==> config.mk <==
export PLATFORM = sky130hd
export DESIGN_NAME = if_fetch_flat
export DESIGN_NICKNAME = d
export VERILOG_FILES = /design/src/rtl/if_fetch_if.sv /design/src/rtl/if_fetch.sv /design/src/flat_wrapper.sv
export SDC_FILE = /design/constraint.sdc
export NUM_CORES = 1
export LEC_CHECK = 0
export ABC_CLOCK_PERIOD_IN_PS = 4400
export CAP_MARGIN = 0
export CORE_ASPECT_RATIO = 1.5
export CORE_MARGIN = 5
export CORE_UTILIZATION = 36
export DETAILED_ROUTE_END_ITERATION = 10
export DONT_BUFFER_PORTS = 1
export PLACE_DENSITY = 0.48
export SETUP_SLACK_MARGIN = 0.05
export SLEW_MARGIN = 0
export SYNTH_ARGS = -nofsm -noshare
export SYNTH_HDL_FRONTEND = slang
export SYNTH_SLANG_ARGS = --single-unit
==> constraint.sdc <==
create_clock -name clk -period 4.4 [get_ports clk]
set_clock_uncertainty 0.1 [all_clocks]
set_input_delay 0.22 -clock clk [delete_from_list [all_inputs] [get_ports clk]]
set_output_delay 0.22 -clock clk [all_outputs]
set_load 0.01 [all_outputs]
==> src/rtl/if_fetch_if.sv <==
// Instruction bus between the fetch unit (master) and instruction memory (slave).
// One outstanding request; ack may arrive in the same cycle as req or later.
interface if_fetch_if;
   logic        ibus_req_o;
   logic [31:0] ibus_addr_o;
   logic        ibus_ack_i;
   logic [31:0] ibus_data_i;

   modport master (
      output ibus_req_o,
      output ibus_addr_o,
      input  ibus_ack_i,
      input  ibus_data_i
   );

   modport slave (
      input  ibus_req_o,
      input  ibus_addr_o,
      output ibus_ack_i,
      output ibus_data_i
   );
endinterface

==> src/rtl/if_fetch.sv <==
// Instruction fetch unit: owns the PC, keeps one request outstanding on the
// instruction bus and feeds the IF/ID register. Handles hold, jump flush and
// discard of responses made stale by a jump.
module if_fetch #(
   parameter logic [31:0] RESET_PC = 32'h0000_0000,
   parameter logic [31:0] NOP_INST = 32'h0000_0013
) (
   input  logic              clk,
   input  logic              rst_,
   input  logic              hold_i,
   input  logic              jump_i,
   input  logic [31:0]       jump_addr_i,
   if_fetch_if.master        ibus,
   output logic [31:0]       inst_o,
   output logic [31:0]       inst_addr_o,
   output logic              inst_valid_o
);

   // StHeld: response captured in the buffer while downstream is stalled.
   // StDrain: waiting for the ack of a request made stale by a jump.
   typedef enum logic [1:0] {StFetch, StHeld, StDrain} state_e;

   state_e      state_q, state_d;
   logic [31:0] pc_q, pc_d;
   logic [31:0] fetch_addr_q, fetch_addr_d;
   logic [31:0] buf_inst_q, buf_inst_d;
   logic [31:0] buf_addr_q, buf_addr_d;
   logic [31:0] inst_q, inst_d;
   logic [31:0] inst_addr_q, inst_addr_d;
   logic        inst_valid_q, inst_valid_d;
   logic [31:0] jump_tgt;
   logic [31:0] fetch_addr_inc;

   assign jump_tgt       = jump_addr_i & 32'hFFFF_FFFC;
   assign fetch_addr_inc = fetch_addr_q + 32'd4;

   // Bus request is dropped combinationally while reset is asserted.
   assign ibus.ibus_req_o  = rst_ && (state_q != StHeld);
   assign ibus.ibus_addr_o = fetch_addr_q;

   assign inst_o       = inst_q;
   assign inst_addr_o  = inst_addr_q;
   assign inst_valid_o = inst_valid_q;

   // Next-state and next-output selection; jump overrides everything else.
   always_comb begin
      state_d      = state_q;
      pc_d         = pc_q;
      fetch_addr_d = fetch_addr_q;
      buf_inst_d   = buf_inst_q;
      buf_addr_d   = buf_addr_q;
      inst_d       = inst_q;
      inst_addr_d  = inst_addr_q;
      inst_valid_d = inst_valid_q;

      if (jump_i) begin
         inst_d       = NOP_INST;
         inst_addr_d  = 32'h0;
         inst_valid_d = 1'b0;
         pc_d         = jump_tgt;
         // Nothing outstanding, or the outstanding one completes now: redirect at once.
         if (state_q == StHeld || ibus.ibus_ack_i) begin
            fetch_addr_d = jump_tgt;
            state_d      = StFetch;
         end else begin
            state_d = StDrain;
         end
      end else begin
         unique case (state_q)
            StFetch: begin
               if (ibus.ibus_ack_i) begin
                  pc_d         = fetch_addr_inc;
                  fetch_addr_d = fetch_addr_inc;
                  if (hold_i) begin
                     buf_inst_d = ibus.ibus_data_i;
                     buf_addr_d = fetch_addr_q;
                     state_d    = StHeld;
                  end else begin
                     inst_d       = ibus.ibus_data_i;
                     inst_addr_d  = fetch_addr_q;
                     inst_valid_d = 1'b1;
                  end
               end else if (!hold_i) begin
                  inst_d       = NOP_INST;
                  inst_addr_d  = 32'h0;
                  inst_valid_d = 1'b0;
               end
            end
            StHeld: begin
               if (!hold_i) begin
                  inst_d       = buf_inst_q;
                  inst_addr_d  = buf_addr_q;
                  inst_valid_d = 1'b1;
                  state_d      = StFetch;
               end
            end
            StDrain: begin
               if (ibus.ibus_ack_i) begin
                  fetch_addr_d = pc_q;
                  state_d      = StFetch;
               end
               if (!hold_i) begin
                  inst_d       = NOP_INST;
                  inst_addr_d  = 32'h0;
                  inst_valid_d = 1'b0;
               end
            end
            default: state_d = StFetch;
         endcase
      end
   end

   // State and output registers with synchronous active-low reset.
   always_ff @(posedge clk) begin
      if (!rst_) begin
         state_q      <= StFetch;
         pc_q         <= RESET_PC;
         fetch_addr_q <= RESET_PC;
         buf_inst_q   <= NOP_INST;
         buf_addr_q   <= 32'h0;
         inst_q       <= NOP_INST;
         inst_addr_q  <= 32'h0;
         inst_valid_q <= 1'b0;
      end else begin
         state_q      <= state_d;
         pc_q         <= pc_d;
         fetch_addr_q <= fetch_addr_d;
         buf_inst_q   <= buf_inst_d;
         buf_addr_q   <= buf_addr_d;
         inst_q       <= inst_d;
         inst_addr_q  <= inst_addr_d;
         inst_valid_q <= inst_valid_d;
      end
   end

endmodule
==> src/flat_wrapper.sv <==
// flat-port wrapper written by rule: the top's interface ports become plain ports
module if_fetch_flat 
#(
   parameter logic [31:0] RESET_PC = 32'h0000_0000,
   parameter logic [31:0] NOP_INST = 32'h0000_0013
)
  (clk, rst_, hold_i, jump_i, jump_addr_i, inst_o, inst_addr_o, inst_valid_o, ibus_ibus_req_o, ibus_ibus_addr_o, ibus_ibus_ack_i, ibus_ibus_data_i);
  if_fetch_if ibus_i ();
  input  logic clk;
  input  logic rst_;
  input  logic hold_i;
  input  logic jump_i;
  input  logic [31:0] jump_addr_i;
  output logic [31:0] inst_o;
  output logic [31:0] inst_addr_o;
  output logic inst_valid_o;
  output wire logic [$bits(ibus_i.ibus_req_o)-1:0] ibus_ibus_req_o;
  output wire logic [$bits(ibus_i.ibus_addr_o)-1:0] ibus_ibus_addr_o;
  input wire logic [$bits(ibus_i.ibus_ack_i)-1:0] ibus_ibus_ack_i;
  input wire logic [$bits(ibus_i.ibus_data_i)-1:0] ibus_ibus_data_i;
  assign ibus_ibus_req_o = ibus_i.ibus_req_o;
  assign ibus_ibus_addr_o = ibus_i.ibus_addr_o;
  assign ibus_i.ibus_ack_i = ibus_ibus_ack_i;
  assign ibus_i.ibus_data_i = ibus_ibus_data_i;
  if_fetch #(.RESET_PC(RESET_PC), .NOP_INST(NOP_INST)) u_core (.clk(clk), .rst_(rst_), .hold_i(hold_i), .jump_i(jump_i), .jump_addr_i(jump_addr_i), .ibus(ibus_i), .inst_o(inst_o), .inst_addr_o(inst_addr_o), .inst_valid_o(inst_valid_o));
endmodule
=== Word level (Yosys, flattened, before mapping) ===
Index checks and enable logic that the tools add are counted.

* Register bits after elaboration: 195
* Latch bits: 0
* Memory bits (writable): 0
* Memory bits (read-only): 0
* Input bits: 69
* Output and inout port bits: 98
* Memories kept: 0

* Add/sub/neg operators: 1
* Multipliers: 0
* Div/mod/pow operators: 0
* Magnitude comparators: 0
* Eq/ne operators: 10
* Shift-type cells: 0
* Multiplexer cells: 29
* Bitwise gates (word level): 2
* Reductions and logical operators: 14

{| class="wikitable"
|+ Operator list
! kind !! number
|-
| 32-bit 2-to-1 mux || 15
|-
| 32-bit one-hot mux with 3 select lines || 2
|-
| 32-bit one-hot mux with 2 select lines || 1
|-
| 32-bit by 3-bit adder with 32-bit output (second input constant) || 1
|-
| 3-bit inequality test (second input constant) || 5
|-
| 2-bit 2-to-1 mux || 6
|-
| 4-bit AND reduction || 3
|-
| 2-bit one-hot mux with 3 select lines || 1
|-
| 3-bit nonzero test || 2
|-
| 2-bit by 1-bit inequality test with 1-bit output (second input constant) || 2
|-
| 2-bit AND reduction || 2
|-
| 2-bit nonzero test || 2
|-
| 1-bit 2-to-1 mux || 3
|-
| 1-bit one-hot mux with 3 select lines || 1
|-
| 3-bit AND reduction || 1
|-
| 2-bit by 1-bit equality test with 1-bit output (second input constant) || 1
|-
| 2-bit equality test (second input constant) || 1
|-
| 2-bit logical NOT || 1
|-
| 2-bit inequality test (second input constant) || 1
|-
| 1-bit inverter || 2
|-
| 2-bit OR reduction || 1
|-
| 1-bit logical AND || 1
|-
| 1-bit logical OR || 1
|}

=== Longest topological paths before layout ===
* Depth after elaboration: 4
* Depth in mapped cells: 11
* Gate-level depth less buffers: 7

=== Worst setup path before layout ===
No wires, ideal clock.

* Path type: register to register
* Start point: reg u_core.fetch_addr_q[9] (netlist: u_core.ibus.ibus_addr_o[9])
* End point: reg u_core.fetch_addr_q[30] (netlist: u_core.ibus.ibus_addr_o[30])
* Arrival time: 2.268 ns
* Data required time: 4.226 ns
* Slack: 1.958 ns
* Stages on the path, launching flop included: 8
* Buffers on the path: 2
* Path through: dfxtp_1 clkbuf_2 nand4_4 or4_1 buf_2 or3_4 or4_1 a31oi_1

* Longest elaborated chain between the ends: 4

{| class="wikitable"
|+ Ends and longest elaborated chain
! item !! RTL line !! source
|-
| start: declaration || if_fetch.sv:25 || <nowiki>logic [31:0] fetch_addr_q, fetch_addr_d;</nowiki>
|-
| start signal: assignment || if_fetch.sv:127 || <nowiki>fetch_addr_q <= fetch_addr_d;</nowiki>
|-
| 32-bit by 3-bit adder with 32-bit output || if_fetch.sv:35 || <nowiki>assign fetch_addr_inc = fetch_addr_q + 32'd4;</nowiki>
|-
| 32-bit 2-to-1 mux || if_fetch.sv:71 || <nowiki>if (ibus.ibus_ack_i) begin</nowiki>
|-
| 32-bit one-hot mux with 2 select lines || if_fetch.sv:69 || <nowiki>unique case (state_q)</nowiki>
|-
| 32-bit 2-to-1 mux || if_fetch.sv:56 || <nowiki>if (jump_i) begin</nowiki>
|}

Every way passes these cells. The select of a mux whose other input is x is not followed.
A chain may end at the register's enable or synchronous reset.

=== Worst setup path after layout ===
* Start point: reg u_core.fetch_addr_q[14] (netlist: u_core.ibus.ibus_addr_o[14])
* End point: reg u_core.fetch_addr_q[30] (netlist: u_core.ibus.ibus_addr_o[30])

The elaborated chain is that of the path after synthesis.

==> run metrics <==
clk_lat worst skew 0.44 ns; DR vias between 8k and 9k; Pre-Repair DR Iteration Count 6; global route overflow 0; CTS Buf Count 17; Slew Viols, Final 0; die area 28600 um^2; share of layout cells above drive strength 1 6.55%; min Tclk post-route approximately 3.2 ns; vias in the first global route a little over 8k; FF-to-FF Start u_core.ibus.ibus_addr_o[14]$_SDFFE_PN0P_; actual slew at the worst max-slew pin ~1.1 ns; DP HPWL 19800 um; vias per cell 5.76; Die Wd 140 um; H-tree depth 4; Initial Utilization between 30% and 40%; CP Max Fanout 24; outcome completed; Root Driver clkbuf_16; library cells used by synthesis 57; WS Path Type register to register; Synth Area per Inst 7.90 um^2; total power between 3 and 4 mW; Final TNS setup 0 ns; Post-synth ARST share 0%; main combinational cell family by area after synthesis compound AO/OA/AOI/OAI gates; global-route usage over all layers 21.8%; final hold violations 0; f_max 0.317 GHz; CP required roughly 4.7 ns; initial antenna violation count 1; Leak Pwr 3.58 nW; largest net degree at the start of global routing between 60 and 70; I/O pins 167; Hold Crit Class input port to register; Synth Area in XOR/XNOR 1.25%; final setup fails 0; Reg2Reg Depth 5; Post-Synth Adder-Cell Area less than 1%; RSZ-0062 raised after global routing no; Post-synth top flop dfxtp_1; die height 205 um; multiplexer area fraction after synthesis 0.454%; dpl cells 1379; first-pass GRT wire length just under 50000 um; Mapped Cells about 1.2k; # Post-CTS Setup Buffers 0; Synth Area in Simple Gates 19.7%; detailed-route wire length 32100 um; Fillers 2519; PwrDens roughly 370 nW/um^2; cell taking the most area after synthesis dfxtp_1; VDD IR max approximately 0.28 mV; compound-gate portion of the synthesized area around 30%; Non-Filler Instances 1490; syn_nets between 1k and 1.5k; CTS tree built; Worst Setup Start Kind register; Seq/Total Area, Yosys 42.9%; fin crit share 71.8%; Max Root-Sink Buffers 2; Mapped Area about 9000 um^2; IO buf count 0; Worst EP arrival 3.40 ns; Post-synth EDFFs 0; Max-slew headroom 29.3%; Hold Path End u_core.ibus.ibus_addr_o[30]$_SDFFE_PN0P_; Worst R2R Setup Slack 1.24 ns; Final nets 1222; Seq cells post-synth 195; Area growth syn-to-layout 16.7%; post-route ant nets 0; Remaining DRCs 0; Setup crit end kind register; Hold Startpoint jump_addr_i[30]; drt wl/cell 21.5 um; Reg clk slew, reported paths 0.07 ns; Worst Hold Depth 3; Max-Cap Viols 0; # clock sinks between 150 and 200; Core Area 25000 um^2; top cells by area, synth dfxtp_1 43%, nand2_1 7.4%, a22oi_1 7.0%, a22o_1 6.6%, a21oi_1 6.3%; synth warn 0; Rows 71; Synth top area share 42.9%; routability cong. about 0.75; RR Endpoint u_core.ibus.ibus_addr_o[30]$_SDFFE_PN0P_; initial DRC count 631
through the flow:
step	instance area (um^2)	hold WS [ns]	setup slack [ns]	util, %
finish	10600	0.0266	1.24	42.5
global route	10600	0.0226	1.07	42.5
CTS	10600	0.00186	1.26	42.5
detailed placement	9260	0.210	1.29	37.1
global placement	9260	0.204	1.30	37.1
floorplan	9090	0.244	1.96	-
sequential cells by signal (all words and copies together), names as in the netlist, named ones only:
name,count
u_core.buf_addr_q,32
u_core.buf_inst_q,32
u_core.ibus.ibus_addr_o,32
u_core.inst_addr_o,32
u_core.inst_o,32
u_core.pc_q,32
u_core.state_q,2
worst max path at each step:
stage / end / start
3_3_place_gp: u_core.ibus.ibus_addr_o[30]$_SDFFE_PN0P_ / u_core.ibus.ibus_addr_o[7]$_SDFFE_PN0P_
3_5_place_dp: u_core.ibus.ibus_addr_o[30]$_SDFFE_PN0P_ / u_core.ibus.ibus_addr_o[7]$_SDFFE_PN0P_
6_report: u_core.ibus.ibus_addr_o[30]$_SDFFE_PN0P_ / u_core.ibus.ibus_addr_o[14]$_SDFFE_PN0P_
4_1_cts: u_core.ibus.ibus_addr_o[30]$_SDFFE_PN0P_ / u_core.ibus.ibus_addr_o[14]$_SDFFE_PN0P_
2_1_floorplan: u_core.ibus.ibus_addr_o[30]$_SDFFE_PN0P_ / u_core.ibus.ibus_addr_o[9]$_SDFFE_PN0P_
5_1_grt: u_core.ibus.ibus_addr_o[30]$_SDFFE_PN0P_ / u_core.ibus.ibus_addr_o[6]$_SDFFE_PN0P_
where the power goes:
group | total, mW | internal [mW] | switching, mW
combinational | 0.483 | 0.193 | 0.290
sequential | 1.93 | 1.83 | 0.0981
clock | 1.50 | 0.787 | 0.711
total | 3.91 | 2.81 | 1.10
cell usage after synthesis, types with 3 or more instances:
master / n
o21ai_0: 52
inv_1: 11
o21a_1: 7
nor2b_1: 7
nand2_1: 178
a21o_1: 3
a211oi_1: 9
mux2i_1: 3
or4_1: 8
xor2_1: 4
clkbuf_2: 4
o22ai_1: 5
and2_1: 5
nand3_1: 29
buf_2: 6
a221oi_1: 3
o211ai_1: 3
o31a_1: 5
nor2_1: 112
a21oi_1: 114
and3_1: 5
dfxtp_1: 195
a31oi_1: 10
a32oi_1: 5
a22o_1: 68
a222oi_1: 3
nor4_1: 12
a22oi_1: 85
nand4_1: 12
and4_1: 3
clkbuf_1: 112
a31o_2: 4
xnor2_1: 9
o31ai_1: 4
ha_1: 5
buf_1: 3
nor3_1: 22
logic make-up after synthesis:
group	after synthesis
simple gates	404
flops	195
fa+ha+maj	5
xor+xnor	13
buf+inv	136
compound gates	394
mux	4
cell usage in the layout (no fill, tap or decap), types with 5 or more instances in the layout:
master / n
a211oi_1: 9
a21oi_1: 114
a22o_1: 68
a22oi_1: 85
a31oi_1: 10
a32oi_1: 5
and3_1: 5
buf_4: 24
clkbuf_16: 17
dfxtp_1: 195
dlygate4sd3_1: 76
ha_1: 5
inv_1: 10
nand2_1: 176
nand3_1: 29
nand4_1: 12
nor2_1: 110
nor2b_1: 5
nor3_1: 21
nor4_1: 12
o21a_1: 7
o21ai_0: 52
o22ai_1: 5
o31a_1: 5
or4_1: 8
xnor2_1: 9
routing by layer:
layer | vias to the layer above | global-route usage [%] | wire, um
met1 | 4090 | 26.8 | 13300
met3 | 43 | 5.37 | 2190
met4 | 2 | 7.86 | 765
met2 | 294 | 37.1 | 15900
met5 | - | 0 | 7
li1 | 4147 | - | -
critical path, stage by stage (launching register included):
cell     delay [ns]
dfxtp_1        0.67
nand4_2        0.23
or4_1          0.97
or3_4          0.53
or4_1          0.40
a31oi_1        0.16
what timing repair did:
action / 4_1_cts / 5_1_grt
endpoints found under the hold margin: 123 / 0
resized for setup: 0 / 0
hold buffers: 78 / 0
cell type report:
| class | count | area (um^2) | area share, % |
|---|---|---|---|
| well taps | 328 | 410 | 3.87 |
| clock inverters | 11 | 105 | 0.990 |
| clock buffers | 21 | 440 | 4.15 |
| inverters | 11 | 42.5 | 0.401 |
| repair buffers | 103 | 1000 | 9.43 |
| diodes | 1 | 2.50 | 0.0236 |
| flip-flops and latches | 195 | 3900 | 36.8 |
| multi-input cells | 820 | 4710 | 44.3 |
Power figures use the tool's default switching activity.
